**src/rtl/hid_pkg.sv**
```systemverilog
// Shared definitions for the CPC keyboard matrix input path.
package hid_pkg;

    localparam int ROWS_DEF  = 16;
    localparam int COLS_DEF  = 8;
    localparam int ROW_W_DEF = $clog2(ROWS_DEF);
    localparam int COL_W_DEF = $clog2(COLS_DEF);

    // CPC matrix positions of the modifier keys
    localparam int CPC_SHIFT_ROW = 2;
    localparam int CPC_SHIFT_COL = 5;
    localparam int CPC_CTRL_ROW  = 2;
    localparam int CPC_CTRL_COL  = 7;

    // Matrix coordinate and injection entry in the default CPC geometry
    typedef struct packed {
        logic [ROW_W_DEF-1:0] row;
        logic [COL_W_DEF-1:0] col;
    } key_pos_t;

    typedef struct packed {
        key_pos_t pos;
        logic     shift;
    } inj_entry_t;

    typedef enum logic [1:0] {
        ST_IDLE    = 2'd0,
        ST_SETUP   = 2'd1,
        ST_PRESS   = 2'd2,
        ST_RELEASE = 2'd3
    } inj_state_t;

    function automatic int max_int(input int a, input int b);
        return (a > b) ? a : b;
    endfunction

endpackage

```
**src/rtl/inj_fifo.sv**
```systemverilog
// Type-in injection FIFO: head is read combinationally, flush empties it
// and drops any write offered in the same cycle.
module inj_fifo #(
    parameter int DEPTH = 16,
    parameter int WIDTH = 8
) (
    input  logic                     clk,
    input  logic                     reset_n,
    input  logic                     flush,
    input  logic                     push,
    input  logic                     pop,
    input  logic [WIDTH-1:0]         wdata,
    output logic [WIDTH-1:0]         rdata,
    output logic [$clog2(DEPTH):0]   count
);

    localparam int AW = $clog2(DEPTH);
    localparam logic [AW-1:0] PTR_ONE = AW'(1);
    localparam logic [AW:0]   CNT_ONE = (AW + 1)'(1);
    localparam logic [AW:0]   DEPTH_L = (AW + 1)'(DEPTH);

    logic [DEPTH-1:0][WIDTH-1:0] mem_q, mem_d;
    logic [AW-1:0]               wr_ptr_q, wr_ptr_d;
    logic [AW-1:0]               rd_ptr_q, rd_ptr_d;
    logic [AW:0]                 count_q, count_d;
    logic                        do_push_s, do_pop_s;

    assign do_push_s = push && (count_q < DEPTH_L);
    assign do_pop_s  = pop && (count_q != '0);
    assign rdata     = mem_q[rd_ptr_q];
    assign count     = count_q;

    // Next-state for storage, pointers and occupancy
    always_comb begin
        mem_d    = mem_q;
        wr_ptr_d = wr_ptr_q;
        rd_ptr_d = rd_ptr_q;
        count_d  = count_q;
        if (flush) begin
            wr_ptr_d = '0;
            rd_ptr_d = '0;
            count_d  = '0;
        end else begin
            if (do_push_s) begin
                mem_d[wr_ptr_q] = wdata;
                wr_ptr_d        = wr_ptr_q + PTR_ONE;
            end else begin
                wr_ptr_d = wr_ptr_q;
            end
            if (do_pop_s) begin
                rd_ptr_d = rd_ptr_q + PTR_ONE;
            end else begin
                rd_ptr_d = rd_ptr_q;
            end
            case ({do_push_s, do_pop_s})
                2'b10:   count_d = count_q + CNT_ONE;
                2'b01:   count_d = count_q - CNT_ONE;
                default: count_d = count_q;
            endcase
        end
    end

    // FIFO state registers
    always_ff @(posedge clk or negedge reset_n) begin
        if (!reset_n) begin
            mem_q    <= '0;
            wr_ptr_q <= '0;
            rd_ptr_q <= '0;
            count_q  <= '0;
        end else begin
            mem_q    <= mem_d;
            wr_ptr_q <= wr_ptr_d;
            rd_ptr_q <= rd_ptr_d;
            count_q  <= count_d;
        end
    end

endmodule

```
**src/rtl/hid_matrix_inject.sv**
```systemverilog
// Keyboard matrix merging live key events with a timed type-in injector.
// The scan reads X = ~(live | inj) for the selected row Y.
module hid_matrix_inject
    import hid_pkg::*;
#(
    parameter int ROWS      = ROWS_DEF,
    parameter int COLS      = COLS_DEF,
    parameter int DEPTH     = 16,
    parameter int HOLD      = 4,
    parameter int GAP       = 2,
    parameter int TIMEBASE  = 0,
    parameter int SYNC_ROW  = 9,
    parameter int SHIFT_ROW = CPC_SHIFT_ROW,
    parameter int SHIFT_COL = CPC_SHIFT_COL
) (
    input  logic                    clk,
    input  logic                    reset_n,
    input  logic                    key_strobe,
    input  logic                    key_pressed,
    input  logic [$clog2(ROWS)-1:0] key_row,
    input  logic [$clog2(COLS)-1:0] key_col,
    input  logic                    key_clear,
    input  logic                    inj_valid,
    output logic                    inj_ready,
    input  logic [$clog2(ROWS)-1:0] inj_row,
    input  logic [$clog2(COLS)-1:0] inj_col,
    input  logic                    inj_shift,
    input  logic                    inj_flush,
    input  logic [3:0]              Y,
    output logic [COLS-1:0]         X,
    output logic                    busy
);

    localparam int RW    = $clog2(ROWS);
    localparam int CW    = $clog2(COLS);
    localparam int EW    = RW + CW + 1;
    localparam int FCW   = $clog2(DEPTH) + 1;
    localparam int CNT_W = $clog2(max_int(HOLD, GAP) + 1);

    localparam logic [CNT_W-1:0] HOLD_C  = CNT_W'(HOLD);
    localparam logic [CNT_W-1:0] GAP_C   = CNT_W'(GAP);
    localparam logic [CNT_W-1:0] CNT_ONE = CNT_W'(1);
    localparam logic [RW:0]      ROWS_L  = (RW + 1)'(ROWS);
    localparam logic [FCW-1:0]   DEPTH_L = FCW'(DEPTH);
    localparam logic [3:0]       SYNC_Y  = 4'(SYNC_ROW);

    // Injection entry in this instance's geometry (row, col, shift; MSB first)
    typedef struct packed {
        logic [RW-1:0] row;
        logic [CW-1:0] col;
    } pos_t;

    typedef struct packed {
        pos_t pos;
        logic shift;
    } entry_t;

    logic [ROWS-1:0][COLS-1:0] live_q, live_d;
    logic [ROWS-1:0][COLS-1:0] inj_q, inj_d;
    inj_state_t                state_q, state_d;
    entry_t                    cur_q, cur_d;
    logic [CNT_W-1:0]          cnt_q, cnt_d;
    logic                      first_q, first_d;
    logic [3:0]                y_q, y_d;

    entry_t                    inj_entry_s;
    entry_t                    fifo_rdata_s;
    logic [FCW-1:0]            fifo_count_s;
    logic                      push_s, pop_s;
    logic                      sync_edge_s, tick_s, unit_done_s;
    logic                      cur_row_ok_s;
    logic [COLS-1:0]           row_sel_s;

    assign inj_entry_s = {inj_row, inj_col, inj_shift};
    assign inj_ready   = (fifo_count_s < DEPTH_L);
    assign push_s      = inj_valid && inj_ready;
    assign busy        = (state_q != ST_IDLE) || (fifo_count_s != '0);

    inj_fifo #(
        .DEPTH (DEPTH),
        .WIDTH (EW)
    ) u_fifo (
        .clk     (clk),
        .reset_n (reset_n),
        .flush   (inj_flush),
        .push    (push_s),
        .pop     (pop_s),
        .wdata   (inj_entry_s),
        .rdata   (fifo_rdata_s),
        .count   (fifo_count_s)
    );

    // A scan unit is the cycle where Y newly selects SYNC_ROW; the entry
    // cycle of a state never counts so a unit always spans a full scan.
    assign y_d         = Y;
    assign sync_edge_s = (Y == SYNC_Y) && (y_q != SYNC_Y);
    assign tick_s      = (TIMEBASE == 0) ? 1'b1 : (sync_edge_s && !first_q);
    assign unit_done_s = tick_s && (cnt_q == CNT_ONE);

    // Live matrix update; clear beats a same-cycle strobe
    always_comb begin
        live_d = live_q;
        if (key_clear) begin
            live_d = '0;
        end else if (key_strobe && ({1'b0, key_row} < ROWS_L)) begin
            live_d[key_row][key_col] = key_pressed;
        end else begin
            live_d = live_q;
        end
    end

    // Injection sequencer: pop, optional shift setup, press, release gap
    always_comb begin
        state_d = state_q;
        cur_d   = cur_q;
        cnt_d   = cnt_q;
        first_d = 1'b0;
        pop_s   = 1'b0;
        if (inj_flush) begin
            state_d = ST_IDLE;
        end else begin
            case (state_q)
                ST_IDLE: begin
                    if (fifo_count_s != '0) begin
                        pop_s   = 1'b1;
                        cur_d   = fifo_rdata_s;
                        first_d = 1'b1;
                        if (fifo_rdata_s.shift) begin
                            state_d = ST_SETUP;
                            cnt_d   = GAP_C;
                        end else begin
                            state_d = ST_PRESS;
                            cnt_d   = HOLD_C;
                        end
                    end else begin
                        state_d = ST_IDLE;
                    end
                end
                ST_SETUP: begin
                    if (unit_done_s) begin
                        state_d = ST_PRESS;
                        cnt_d   = HOLD_C;
                        first_d = 1'b1;
                    end else if (tick_s) begin
                        cnt_d = cnt_q - CNT_ONE;
                    end else begin
                        cnt_d = cnt_q;
                    end
                end
                ST_PRESS: begin
                    if (unit_done_s) begin
                        state_d = ST_RELEASE;
                        cnt_d   = GAP_C;
                        first_d = 1'b1;
                    end else if (tick_s) begin
                        cnt_d = cnt_q - CNT_ONE;
                    end else begin
                        cnt_d = cnt_q;
                    end
                end
                ST_RELEASE: begin
                    if (unit_done_s) begin
                        state_d = ST_IDLE;
                    end else if (tick_s) begin
                        cnt_d = cnt_q - CNT_ONE;
                    end else begin
                        cnt_d = cnt_q;
                    end
                end
                default: begin
                    state_d = ST_IDLE;
                end
            endcase
        end
    end

    // Injected keys follow the next state so inj_q lines up with state_q
    assign cur_row_ok_s = ({1'b0, cur_d.pos.row} < ROWS_L);

    // Decode the injection matrix from the upcoming state
    always_comb begin
        inj_d = '0;
        case (state_d)
            ST_SETUP: begin
                inj_d[SHIFT_ROW][SHIFT_COL] = 1'b1;
            end
            ST_PRESS: begin
                inj_d[SHIFT_ROW][SHIFT_COL] = cur_d.shift;
                inj_d[cur_d.pos.row][cur_d.pos.col] =
                    inj_d[cur_d.pos.row][cur_d.pos.col] | cur_row_ok_s;
            end
            default: begin
                inj_d = '0;
            end
        endcase
    end

    // Row read mux; rows outside the matrix read as released
    always_comb begin
        row_sel_s = '0;
        for (int r = 0; r < ROWS; r++) begin
            row_sel_s = row_sel_s |
                (({28'd0, Y} == 32'(r)) ? (live_q[r] | inj_q[r]) : {COLS{1'b0}});
        end
    end

    assign X = ~row_sel_s;

    // Matrix, sequencer and scan-edge registers
    always_ff @(posedge clk or negedge reset_n) begin
        if (!reset_n) begin
            live_q  <= '0;
            inj_q   <= '0;
            state_q <= ST_IDLE;
            cur_q   <= '0;
            cnt_q   <= '0;
            first_q <= 1'b0;
            y_q     <= '0;
        end else begin
            live_q  <= live_d;
            inj_q   <= inj_d;
            state_q <= state_d;
            cur_q   <= cur_d;
            cnt_q   <= cnt_d;
            first_q <= first_d;
            y_q     <= y_d;
        end
    end

endmodule

```
**config.mk**
```make
export PLATFORM = sky130hd
export DESIGN_NAME = hid_matrix_inject
export DESIGN_NICKNAME = d
export VERILOG_FILES = /design/src/rtl/hid_pkg.sv /design/src/rtl/inj_fifo.sv /design/src/rtl/hid_matrix_inject.sv
export SDC_FILE = /design/constraint.sdc
export NUM_CORES = 1
export LEC_CHECK = 0
export ABC_AREA = 0
export CAP_MARGIN = 20
export CORE_MARGIN = 2
export CORE_UTILIZATION = 24
export DETAILED_ROUTE_END_ITERATION = 7
export PLACE_DENSITY = 0.49
export SLEW_MARGIN = 25
export SYNTH_ARGS = -nofsm -noshare
export SYNTH_HDL_FRONTEND = slang
export SYNTH_SLANG_ARGS = --single-unit
```
**constraint.sdc**
```tcl
create_clock -name clk -period 3.21 [get_ports clk]
set_input_delay 0.8025 -clock clk [delete_from_list [all_inputs] [get_ports clk]]
set_output_delay 0.8025 -clock clk [all_outputs]
set_load 0.01 [all_outputs]
```
==> results.toml <==
[outcome]
status = "completed"

[global_route]
grt-ovfl-total = 0
grt_start_max_net_pins = 128
track_usage = 0.167
grt_pass1_wl_um = 102000
first_global_vias = 15000
antenna_found_initial = 0

[yosys]
synth-edff-count = 0
seq_area_frac_synth = 0.549
yosys_warnings = 0
synth_seq_cells = 410
syn_inst = 1716
synth.top_cell.area_share = 0.549
netlist_area_um2 = 18700
synthTopCellsByArea = "dfrtp_1, mux2_2, o21ai_0"
synth_cell_types = 70
async_reset_ff_frac = 1.00
synth_top_area_cell = "dfrtp_1"
avgSynthCellArea_um2 = 10.9
synth_nets = 1755
synthFlopType = "dfrtp_1"

[cts]
cts_made_buffers = 46
cts_root_buffer = "clkbuf_16"
cts-hold-fix-buffers = 0
clk_latency_ps = 590
clk_pin_slew_ps = 70
cts.htree.levels = 2
cts.sinks = 410
ctsLongestPathBuffers = 3
cts_tree = "built"

[power]
power.density_nw_per_um2 = 701
power_mw = 16.7
p_leak_nw = 9.93
vdd_drop_max_uv = 414

[cells_and_area]
n_fill_cell = 7935
final_cells = 2914
area_delta_synth_final_pct = 27.1
multi_input_area_um2 = 8510
final_cell_mix = "dfrtp_1, o21ai_0, a21oi_1"
finish.net_count = 1878
mostFrequentLayoutCell = "dfrtp_1"
seq_area_um2 = 10300
final_layout_size_suffix_gt1_frac = 0.307

[floorplanning]
die_width_um = 283
core_area_um2 = 77300
pin_count = 36
die_h_um = 283
rows = 102
die-area_um2 = 80200
start_util = 0.242

[job]
max-cap-violations = 0

[timing]
rsz0062_at_grt = "true"
relSlewSlack = 0.420
setup_viol = 0
timing.fmax_ghz = 0.314
drv_slew = 0
hold_slack_ps = 179
fin_skew_ps = 35.1
finalHoldViolations = 0
fin_crit_ps = 3190
fin_ws_ps = 20.2
tightestPinTransition_ps = 870
post-route-period-util = 0.994

[critical_path]
worst_setup_path_start_kind = "primary input"
timing.rr.start = "u_fifo.rd_ptr_q[0]"
end_kind = "output port"
crit_type = "in -> out"
r2r_cells = 11
worstReg2RegEnd = "inj_q[96]"
worstPathArrival_ps = 2390
r2r_slack_ps = 40
worstPathMaxFanout = 7
required_ps = 2410

[detailed_routing]
drt-total-wl_um = 68300
viasPerCell = 5.15
first_iter_violations = 1335
avgRoutedWirePerCell_um = 23.5
vias = 15000
ant_nets = 0
post-route-drc-count = 0
drt_pass1_iterations = 7

[placement]
dp.cells = 2815
portBuffers = 35
dp_slack_ps = -1380
gp_congestion = 0.921
dp_hpwl_um = 45300

[hold_path]
hp-class = "in -> async"
power breakdown:
part,switching (mW),internal [mW],leakage (nW)
logic,3.06,1.99,3.48
clock network,2.25,3.53,0.805
registers,0.283,5.54,5.65
total,5.60,11.1,9.93
cell type report:
cell class,count,share of cell area
Sequential cell,410,0.432
Inverter,17,0.00269
Antenna cell,1,0.000105
Tap cell,1040,0.0548
Clock inverter,23,0.0155
Clock buffer,59,0.0535
Timing Repair Buffer,207,0.0837
Multi-Input combinational cell,1157,0.358
kinds of logic after synthesis:
family / count (synthesis) / share of synthesized area
buffers and inverters: 150 / 0.0365
DFF: 410 / 0.549
adders and majority gates: 13 / 0.00910
and+or+nand+nor: 497 / 0.144
muxes: 186 / 0.126
AOI/OAI and AO/OA: 451 / 0.132
xor gates and xnor gates: 9 / 0.00422
cells in the mapped netlist, types with 5 or more instances:
| master | number |
|---|---|
| a21oi_1 | 141 |
| a31oi_1 | 5 |
| and2_1 | 9 |
| buf_1 | 7 |
| buf_2 | 22 |
| buf_4 | 5 |
| buf_6 | 6 |
| clkbuf_1 | 91 |
| dfrtp_1 | 410 |
| ha_1 | 12 |
| inv_1 | 17 |
| mux2_2 | 138 |
| mux2i_1 | 23 |
| mux4_2 | 24 |
| nand2_1 | 48 |
| nand2b_1 | 11 |
| nand3_1 | 106 |
| nand4_1 | 74 |
| nor2_1 | 58 |
| nor2b_1 | 9 |
| nor3_1 | 110 |
| nor3_2 | 19 |
| nor4_1 | 22 |
| o2111ai_1 | 8 |
| o21ai_0 | 256 |
| xnor2_1 | 7 |
flip-flops by register name (all words and copies together) (netlist names):
| register | cells |
|---|---|
| u_fifo.mem_q | 128 |
| cur_q | 8 |
| u_fifo.rd_ptr_q | 4 |
| cnt_q | 3 |
| u_fifo.wr_ptr_q | 4 |
| u_fifo.count | 5 |
| inj_q | 128 |
| state_q | 2 |
| live_q | 128 |
through the flow:
stage,setup TNS [ps],util,cell area [µm²]
2_1_floorplan,0,-,18700
5_1_grt,-1670,0.307,23800
6_report,0,0.307,23800
3_3_place_gp,-10840,0.275,21300
3_5_place_dp,-11700,0.275,21300
4_1_cts,-2.57,0.302,23300
critical path, stage by stage:
cell and delay (ps):
buf_4 150, buf_8 140, nand2_4 80, buf_4 120, nor2_4 60, o21ai_1 200, nand4_1 270, nor4_4 360
buf_2 180
routing by layer:
layer	global-route usage	part of all wire	up-vias
li1	-	-	6566
met5	0	0	-
met1	0.232	0.44	7732
met4	0.0522	0.032	0
met3	0.0264	0.063	137
met2	0.266	0.47	571
worst max-delay path by stage:
stage | startpoint | to | slack [ps] | cells past startpoint
2_1_floorplan | u_fifo.rd_ptr_q[0] | inj_q[72] | 10 | 15
3_3_place_gp | Y[0] | X[6] | -1300 | 7
3_5_place_dp | Y[0] | X[3] | -1380 | 10
4_1_cts | Y[1] | X[6] | -3 | 11
5_1_grt | u_fifo.rd_ptr_q[0] | inj_q[96] | -140 | 11
6_report | Y[2] | X[2] | 20 | 9
repair_timing:
action                                  CTS  global route
endpoints found under the setup margin   22            83
gates resized for setup                 158            76
pin swaps                                36            40
setup buffers                            13            12
gates cloned                              0             2
Note: power is estimated with default switching activity, not from simulation.
